--- config.mk ---
export PLATFORM = sky130hd
export DESIGN_NAME = tdc_stamp_fifo
export DESIGN_NICKNAME = d
export VERILOG_FILES = /design/src/rtl/tdc_stamp_fifo_pkg.sv /design/src/rtl/tdc_sfifo.sv /design/src/rtl/tdc_stamp_fifo.sv
export SDC_FILE = /design/constraint.sdc
export NUM_CORES = 2
export LEC_CHECK = 0
export BUFFER_PORTS_ARGS = -buffer_cell sky130_fd_sc_hd__buf_2
export CORE_MARGIN = 2
export CORE_UTILIZATION = 50
export CTS_CLUSTER_DIAMETER = 40
export DETAILED_ROUTE_END_ITERATION = 10
export PLACE_DENSITY = 0.65
export SLEW_MARGIN = 5
export SYNTH_ARGS = -nofsm -noshare
export SYNTH_HDL_FRONTEND = slang
export SYNTH_SLANG_ARGS = --single-unit
--- constraint.sdc ---
create_clock -name clk_i -period 9.12 [get_ports clk_i]
set_input_delay 1.824 -clock clk_i [delete_from_list [all_inputs] [get_ports clk_i]]
set_output_delay 1.824 -clock clk_i [all_outputs]
set_load 0.01 [all_outputs]
--- src/rtl/tdc_stamp_fifo_pkg.sv ---
// tdc_pkg: shared constants for the timestamp capture path.
//   - edge_sel encodings per channel
//   - drop counter width
//   - helpers for channel-tag width and word field offsets
// Word layout, MSB first: {LOST, POL, CH, COARSE, FINE}.
package tdc_pkg;

  localparam int DROP_W = 16;

  typedef enum logic [1:0] {
    EDGE_OFF  = 2'b00,
    EDGE_RISE = 2'b01,
    EDGE_FALL = 2'b10,
    EDGE_BOTH = 2'b11
  } edge_mode_e;

  // Channel tag is at least one bit wide so a single-channel build still has a field.
  function automatic int ch_w(input int nch);
    return (nch > 1) ? $clog2(nch) : 1;
  endfunction

  function automatic int word_w(input int nch, input int fine_w, input int coarse_w);
    return 2 + ch_w(nch) + coarse_w + fine_w;
  endfunction

  // Field LSB offsets within the word.
  function automatic int coarse_lsb(input int fine_w);
    return fine_w;
  endfunction

  function automatic int ch_lsb(input int fine_w, input int coarse_w);
    return fine_w + coarse_w;
  endfunction

  function automatic int pol_bit(input int nch, input int fine_w, input int coarse_w);
    return fine_w + coarse_w + ch_w(nch);
  endfunction

  function automatic int lost_bit(input int nch, input int fine_w, input int coarse_w);
    return fine_w + coarse_w + ch_w(nch) + 1;
  endfunction

endpackage

--- src/rtl/tdc_sfifo.sv ---
// tdc_sfifo: generic first-word-fall-through FIFO with occupancy output.
//   clk_i, rst_ni   clock, async active-low reset
//   wr_i, wdata_i   write request / data (accepted when not full, or when full and
//                   a read is popping in the same cycle)
//   rd_i            pop head word (ignored while empty)
//   rdata_o         head word while not empty, zero otherwise
//   empty_o, full_o, level_o   status
module tdc_sfifo #(
  parameter int WIDTH = 8,
  parameter int DEPTH = 64,
  localparam int AW = $clog2(DEPTH),
  localparam int LW = AW + 1
) (
  input  logic             clk_i,
  input  logic             rst_ni,
  input  logic             wr_i,
  input  logic [WIDTH-1:0] wdata_i,
  input  logic             rd_i,
  output logic [WIDTH-1:0] rdata_o,
  output logic             empty_o,
  output logic             full_o,
  output logic [LW-1:0]    level_o
);

  logic [WIDTH-1:0] mem [DEPTH];
  logic [AW-1:0]    wptr_q, rptr_q;
  logic [LW-1:0]    cnt_q, cnt_d;
  logic             rd_eff, wr_eff;

  assign empty_o = (cnt_q == '0);
  assign full_o  = (cnt_q == LW'(DEPTH));
  assign level_o = cnt_q;
  assign rdata_o = empty_o ? '0 : mem[rptr_q];

  assign rd_eff = rd_i & ~empty_o;
  assign wr_eff = wr_i & (~full_o | rd_eff);
  assign cnt_d  = cnt_q + LW'(wr_eff) - LW'(rd_eff);

  always_ff @(posedge clk_i or negedge rst_ni) begin
    if (!rst_ni) begin
      wptr_q <= '0;
      rptr_q <= '0;
      cnt_q  <= '0;
    end else begin
      if (wr_eff) wptr_q <= wptr_q + 1'b1;
      if (rd_eff) rptr_q <= rptr_q + 1'b1;
      cnt_q <= cnt_d;
    end
  end

  // Storage carries no reset; rdata_o is masked while empty.
  always_ff @(posedge clk_i) begin
    if (wr_eff) mem[wptr_q] <= wdata_i;
  end

endmodule

--- src/rtl/tdc_stamp_fifo.sv ---
// tdc_stamp_fifo: multi-channel edge timestamp capture into one shared FWFT FIFO.
//   clk_i, rst_ni   clock, async active-low reset
//   sig_i           synchronised channel levels
//   fine_i          per-channel fine codes, channel i at [i*FINE_W +: FINE_W]
//   edge_sel_i      per-channel 2-bit edge mode (off/rise/fall/both)
//   rd_i            pop head word
//   q_o             head word {LOST, POL, CH, COARSE, FINE}
//   empty_o, full_o, level_o   FIFO status
//   drop_cnt_o      saturating count of dropped events
//   rd_err_o        sticky: read attempted while empty
module tdc_stamp_fifo
  import tdc_pkg::*;
#(
  parameter int NCH      = 2,
  parameter int FINE_W   = 7,
  parameter int COARSE_W = 24,
  parameter int DEPTH    = 64,
  localparam int CH_W = ch_w(NCH),
  localparam int W    = word_w(NCH, FINE_W, COARSE_W),
  localparam int LW   = $clog2(DEPTH) + 1
) (
  input  logic                  clk_i,
  input  logic                  rst_ni,
  input  logic [NCH-1:0]        sig_i,
  input  logic [NCH*FINE_W-1:0] fine_i,
  input  logic [2*NCH-1:0]      edge_sel_i,
  input  logic                  rd_i,
  output logic [W-1:0]          q_o,
  output logic                  empty_o,
  output logic                  full_o,
  output logic [LW-1:0]         level_o,
  output logic [DROP_W-1:0]     drop_cnt_o,
  output logic                  rd_err_o
);

  logic [COARSE_W-1:0]               coarse_q;
  logic                              armed_q;
  logic [CH_W-1:0]                   ptr_q, ptr_d, gidx;
  logic                              gv, wr_ok;
  logic [DROP_W-1:0]                 drop_q, drop_d;
  logic                              rd_err_q;
  logic [NCH-1:0]                    occ, lost, pol, edge_s, drop_s, gnt;
  logic [NCH-1:0][COARSE_W-1:0]      crs;
  logic [NCH-1:0][FINE_W-1:0]        fin;
  logic [W-1:0]                      wdata;

  // A write may happen if there is room, or a pop frees a slot this cycle.
  assign wr_ok = ~full_o | rd_i;

  for (genvar i = 0; i < NCH; i++) begin : g_ch
    edge_mode_e          mode;
    logic                rise, fall;
    logic                prev_q, occ_q, lost_q, pol_q;
    logic [COARSE_W-1:0] crs_q;
    logic [FINE_W-1:0]   fin_q;

    assign mode      = edge_mode_e'(edge_sel_i[2*i +: 2]);
    assign rise      = ~prev_q & sig_i[i] & ((mode == EDGE_RISE) | (mode == EDGE_BOTH));
    assign fall      = prev_q & ~sig_i[i] & ((mode == EDGE_FALL) | (mode == EDGE_BOTH));
    assign edge_s[i] = armed_q & (rise | fall);
    // Granted slot empties this cycle, so a new edge reloads it instead of dropping.
    assign drop_s[i] = edge_s[i] & occ_q & ~gnt[i];

    always_ff @(posedge clk_i or negedge rst_ni) begin
      if (!rst_ni) begin
        prev_q <= 1'b0;
        occ_q  <= 1'b0;
        lost_q <= 1'b0;
        pol_q  <= 1'b0;
        crs_q  <= '0;
        fin_q  <= '0;
      end else begin
        prev_q <= sig_i[i];
        if (edge_s[i] & ~drop_s[i]) begin
          occ_q <= 1'b1;
          pol_q <= sig_i[i];
          crs_q <= coarse_q;
          fin_q <= fine_i[i*FINE_W +: FINE_W];
        end else if (gnt[i]) begin
          occ_q <= 1'b0;
        end
        lost_q <= (lost_q & ~gnt[i]) | drop_s[i];
      end
    end

    assign occ[i]  = occ_q;
    assign lost[i] = lost_q;
    assign pol[i]  = pol_q;
    assign crs[i]  = crs_q;
    assign fin[i]  = fin_q;
  end

  // Round-robin search from ptr_q upward with wrap; first occupied slot wins.
  always_comb begin
    logic [CH_W:0] s;
    gv   = 1'b0;
    gidx = '0;
    s    = '0;
    for (int j = 0; j < NCH; j++) begin
      s = {1'b0, ptr_q} + (CH_W+1)'(j);
      if (s >= (CH_W+1)'(NCH)) s = s - (CH_W+1)'(NCH);
      if (!gv && occ[s[CH_W-1:0]]) begin
        gv   = 1'b1;
        gidx = s[CH_W-1:0];
      end
    end
    gv  = gv & wr_ok;
    gnt = '0;
    if (gv) gnt[gidx] = 1'b1;
    ptr_d = ptr_q;
    if (gv) ptr_d = (gidx == CH_W'(NCH-1)) ? '0 : gidx + 1'b1;
  end

  assign wdata = {lost[gidx], pol[gidx], gidx, crs[gidx], fin[gidx]};

  // Several channels can drop in one cycle; add them all, then saturate.
  always_comb begin
    logic [CH_W:0]   ndrop;
    logic [DROP_W:0] sum;
    ndrop = '0;
    for (int i = 0; i < NCH; i++) ndrop = ndrop + (CH_W+1)'(drop_s[i]);
    sum    = {1'b0, drop_q} + (DROP_W+1)'(ndrop);
    drop_d = sum[DROP_W] ? '1 : sum[DROP_W-1:0];
  end

  always_ff @(posedge clk_i or negedge rst_ni) begin
    if (!rst_ni) begin
      coarse_q <= '0;
      armed_q  <= 1'b0;
      ptr_q    <= '0;
      drop_q   <= '0;
      rd_err_q <= 1'b0;
    end else begin
      coarse_q <= coarse_q + 1'b1;
      armed_q  <= 1'b1;
      ptr_q    <= ptr_d;
      drop_q   <= drop_d;
      if (rd_i & empty_o) rd_err_q <= 1'b1;
    end
  end

  assign drop_cnt_o = drop_q;
  assign rd_err_o   = rd_err_q;

  tdc_sfifo #(.WIDTH(W), .DEPTH(DEPTH)) u_fifo (
    .clk_i   (clk_i),
    .rst_ni  (rst_ni),
    .wr_i    (gv),
    .wdata_i (wdata),
    .rd_i    (rd_i),
    .rdata_o (q_o),
    .empty_o (empty_o),
    .full_o  (full_o),
    .level_o (level_o)
  );

endmodule

==> reports/qor.yml <==
yosysMostFrequentCell: "edfxtp_1"
worst_setup_path_start_kind: "flop"
skew_ns: 0.0503
drive_above_1_share_pct: 26.8
power_density_nw_per_um2: 322
cts_tree: "done"
synth_area_um2: 88800
utilization_pct: 57.5
die_area_um2: 181000
synth_compound_area_share_pct: 3.22
finalSetupViolations: 0
synthTopCellsByCount: "edfxtp_1, mux4_2, mux2i_1"
antenna_found_initial: 9
nets: 4514
synth.largest_area_cell: "edfxtp_1"
tns_ns: 0
synthTopCellsByArea: "edfxtp_1, mux4_2, dfrtp_1, mux2i_1, nand2_1"
overflow: 0
timing.fmax_mhz: 138
io_pins: 83
yosys_warnings: 0
die_height_um: 425
period_needed_ns: 7.24
reg2reg_slack_ns: 4.83
cts_buffer_depth: 4
syn_avg_cell_area_um2: 21.1
crit_path_end: "q_o[10]"
reg2reg_from: "u_fifo.level_o[5]$_DFF_PN0_"
totalWireLength_mm: 246
worstPathRequired_ns: 7.30
ys_async_sr_fraction_pct: 5.72
chipWidth_um: 425
path_clk_slew_ns: 0.06
synthMuxAreaShare_pct: 15.4
numClockSinks: 2308
finalCritPeriodShare_pct: 79.4
holdPathStages: 1
portBuffers: 82
maxCapViolCount: 0
row_count: 154
slew_headroom_pct: 11.7
grt_pass1_vias: 44200
synth_top_family_by_area: "multiplexers"
p_leak_uw: 0.0320
layout_setup_ws_ns: 1.88
synth-simple-area-share_pct: 1.91
synth-xor-area-share_pct: 0.464
clk_latency_ns: 0.91
synth_fp_nets: 4238
grt_pass1_wl_mm: 343
netlist_instances: 4200
ctsRootBufferMaster: "clkbuf_16"
crit_start: "u_fifo.rptr_q[1]$_DFFE_PN0P_"
synth_edf_count: 2176
yosysUniqueCellTypes: 54
crit_type: "reg -> out"
synth_top_flop_cell: "edfxtp_1"
cp-end-kind: "output port"
core_um2: 176000
htree_levels: 5
wl_per_cell_um: 35.1
r2r_cells: 9
syn2layout_area_growth_pct: 14.3
dp_hpwl_mm: 135
grt_usage_pct: 27.3
via_count: 45600
drv_slew: 0
drcViolationCount: 0
p_total_uw: 32700
critPathArrivalTime_ns: 5.41
cts_buffers: 279
grt_max_degree: 101
dp_slack_ns: 3.00
fillers: 12800
cts_hold_buf: 0
cts_resized: 0
gp_congestion: 0.825
antenna_cells: 0
synth_seq_cells: 2308
max-vdd-ir-drop_uv: 262
rsz0062_at_grt: "no"
ant_nets: 0
synth_top_area_share_pct: 73.6
vias_per_cell: 6.51
start_util_pct: 50.3
seq_area_frac_synth_pct: 77.3
worstMarginPinSlew_ns: 1.32
reg2reg_to: "u_fifo.mem[50][5]$_DFFE_PP_"
run_status: "completed"
hold_violations: 0
hp-class: "reg -> reg"
drt_first_pass_iters: 5
path_max_fanout: 29
synthAdderAreaFrac_pct: 0.228
drt_first_iter_violations: 6888
postCtsSetupBuffers: 0
flip-flops by register name (all words and copies together) (netlist names):
name and cells:
u_fifo.mem 2176, g_ch.crs_q 48, coarse_q 24, drop_cnt_o 16, g_ch.fin_q 14, u_fifo.level_o 7
u_fifo.rptr_q 6, u_fifo.wptr_q 6, g_ch.lost_q 2, g_ch.occ_q 2, g_ch.pol_q 2, g_ch.prev_q 2
armed_q 1, ptr_q 1, rd_err_o 1
where the power goes:
group	internal, uW	leakage (uW)	total, uW	switching, uW
clock network	6390	0.00423	10600	4220
registers	13000	0.0202	13400	372
logic	2980	0.00758	8650	5680
worst min-delay path by stage:
stage,slack [ns],start,end
after floorplan,0.45,coarse_q[0]$_DFF_PN0_,coarse_q[0]$_DFF_PN0_
after global routing,0.47,rd_err_o$_DFFE_PN0P_,rd_err_o$_DFFE_PN0P_
after global placement,0.44,rd_err_o$_DFFE_PN0P_,rd_err_o$_DFFE_PN0P_
after detailed placement,0.44,rd_err_o$_DFFE_PN0P_,rd_err_o$_DFFE_PN0P_
after CTS,0.46,rd_err_o$_DFFE_PN0P_,rd_err_o$_DFFE_PN0P_
final,0.46,rd_err_o$_DFFE_PN0P_,rd_err_o$_DFFE_PN0P_
cell type report:
class	instances	area (um2)	area share (%)
flip-flops and latches	2308	68700	67.7
clock buffers	343	7470	7.37
clock inverters	124	1240	1.23
inverters	22	83.8	0.0827
multi-input cells	1638	19400	19.2
well taps	2340	2930	2.89
repair buffers	227	1580	1.56
logic make-up after synthesis:
group,Yosys count
DFF,2308
muxes,776
AOI/OAI and AO/OA,411
and+or+nand+nor,388
buffers and inverters,254
xor gates and xnor gates,47
adders and majority gates,15
other,1
placed cells by master, fill, tap and decap left out, types with 20 or more instances in the layout:
master	count
dfrtp_1	127
inv_6	21
clkbuf_1	50
mux2_2	46
o221ai_1	49
bufinv_16	20
clkbuf_16	289
mux4_2	462
nand2_2	37
a22o_1	26
xnor2_1	30
a22oi_1	41
mux2_1	20
inv_1	20
edfxtp_1	2176
a2111oi_0	34
mux2i_1	248
clkinv_2	30
buf_4	139
a21oi_1	88
nand2_1	157
a211oi_1	39
o22ai_1	77
clkinv_1	28
buf_2	81
nor2_1	30
nor2_4	66
metal layers:
| metal | share of wire, % | track usage, % | routed length [um] | vias to the layer above |
|---|---|---|---|---|
| li1 | - | - | - | 18000 |
| met1 | 39 | 39.5 | 96600 | 24300 |
| met2 | 47 | 42.0 | 116000 | 2830 |
| met3 | 10 | 5.55 | 25800 | 480 |
| met4 | 3.2 | 8.66 | 8000 | 14 |
| met5 | 0.042 | 0 | 103 | - |
per-stage QoR:
step                std cells  cell area, um2  hold WS [ns]
finish                   7002          101000         0.456
global route             7002          101000         0.475
CTS                      7002          101000         0.458
detailed placement       6535           92700         0.444
global placement         6535           92700         0.438
floorplan                4200           88800         0.447
critical path, stage by stage, from the launching register on:
cell	delay, ns
dfrtp_4	0.79
clkinv_2	0.62
nand2_2	0.68
buf_4	0.51
o22ai_1	0.16
a2111oi_0	1.05
a21oi_1	0.14
a21o_1	0.31
buf_2	0.17
Power figures use the tool's default switching activity.
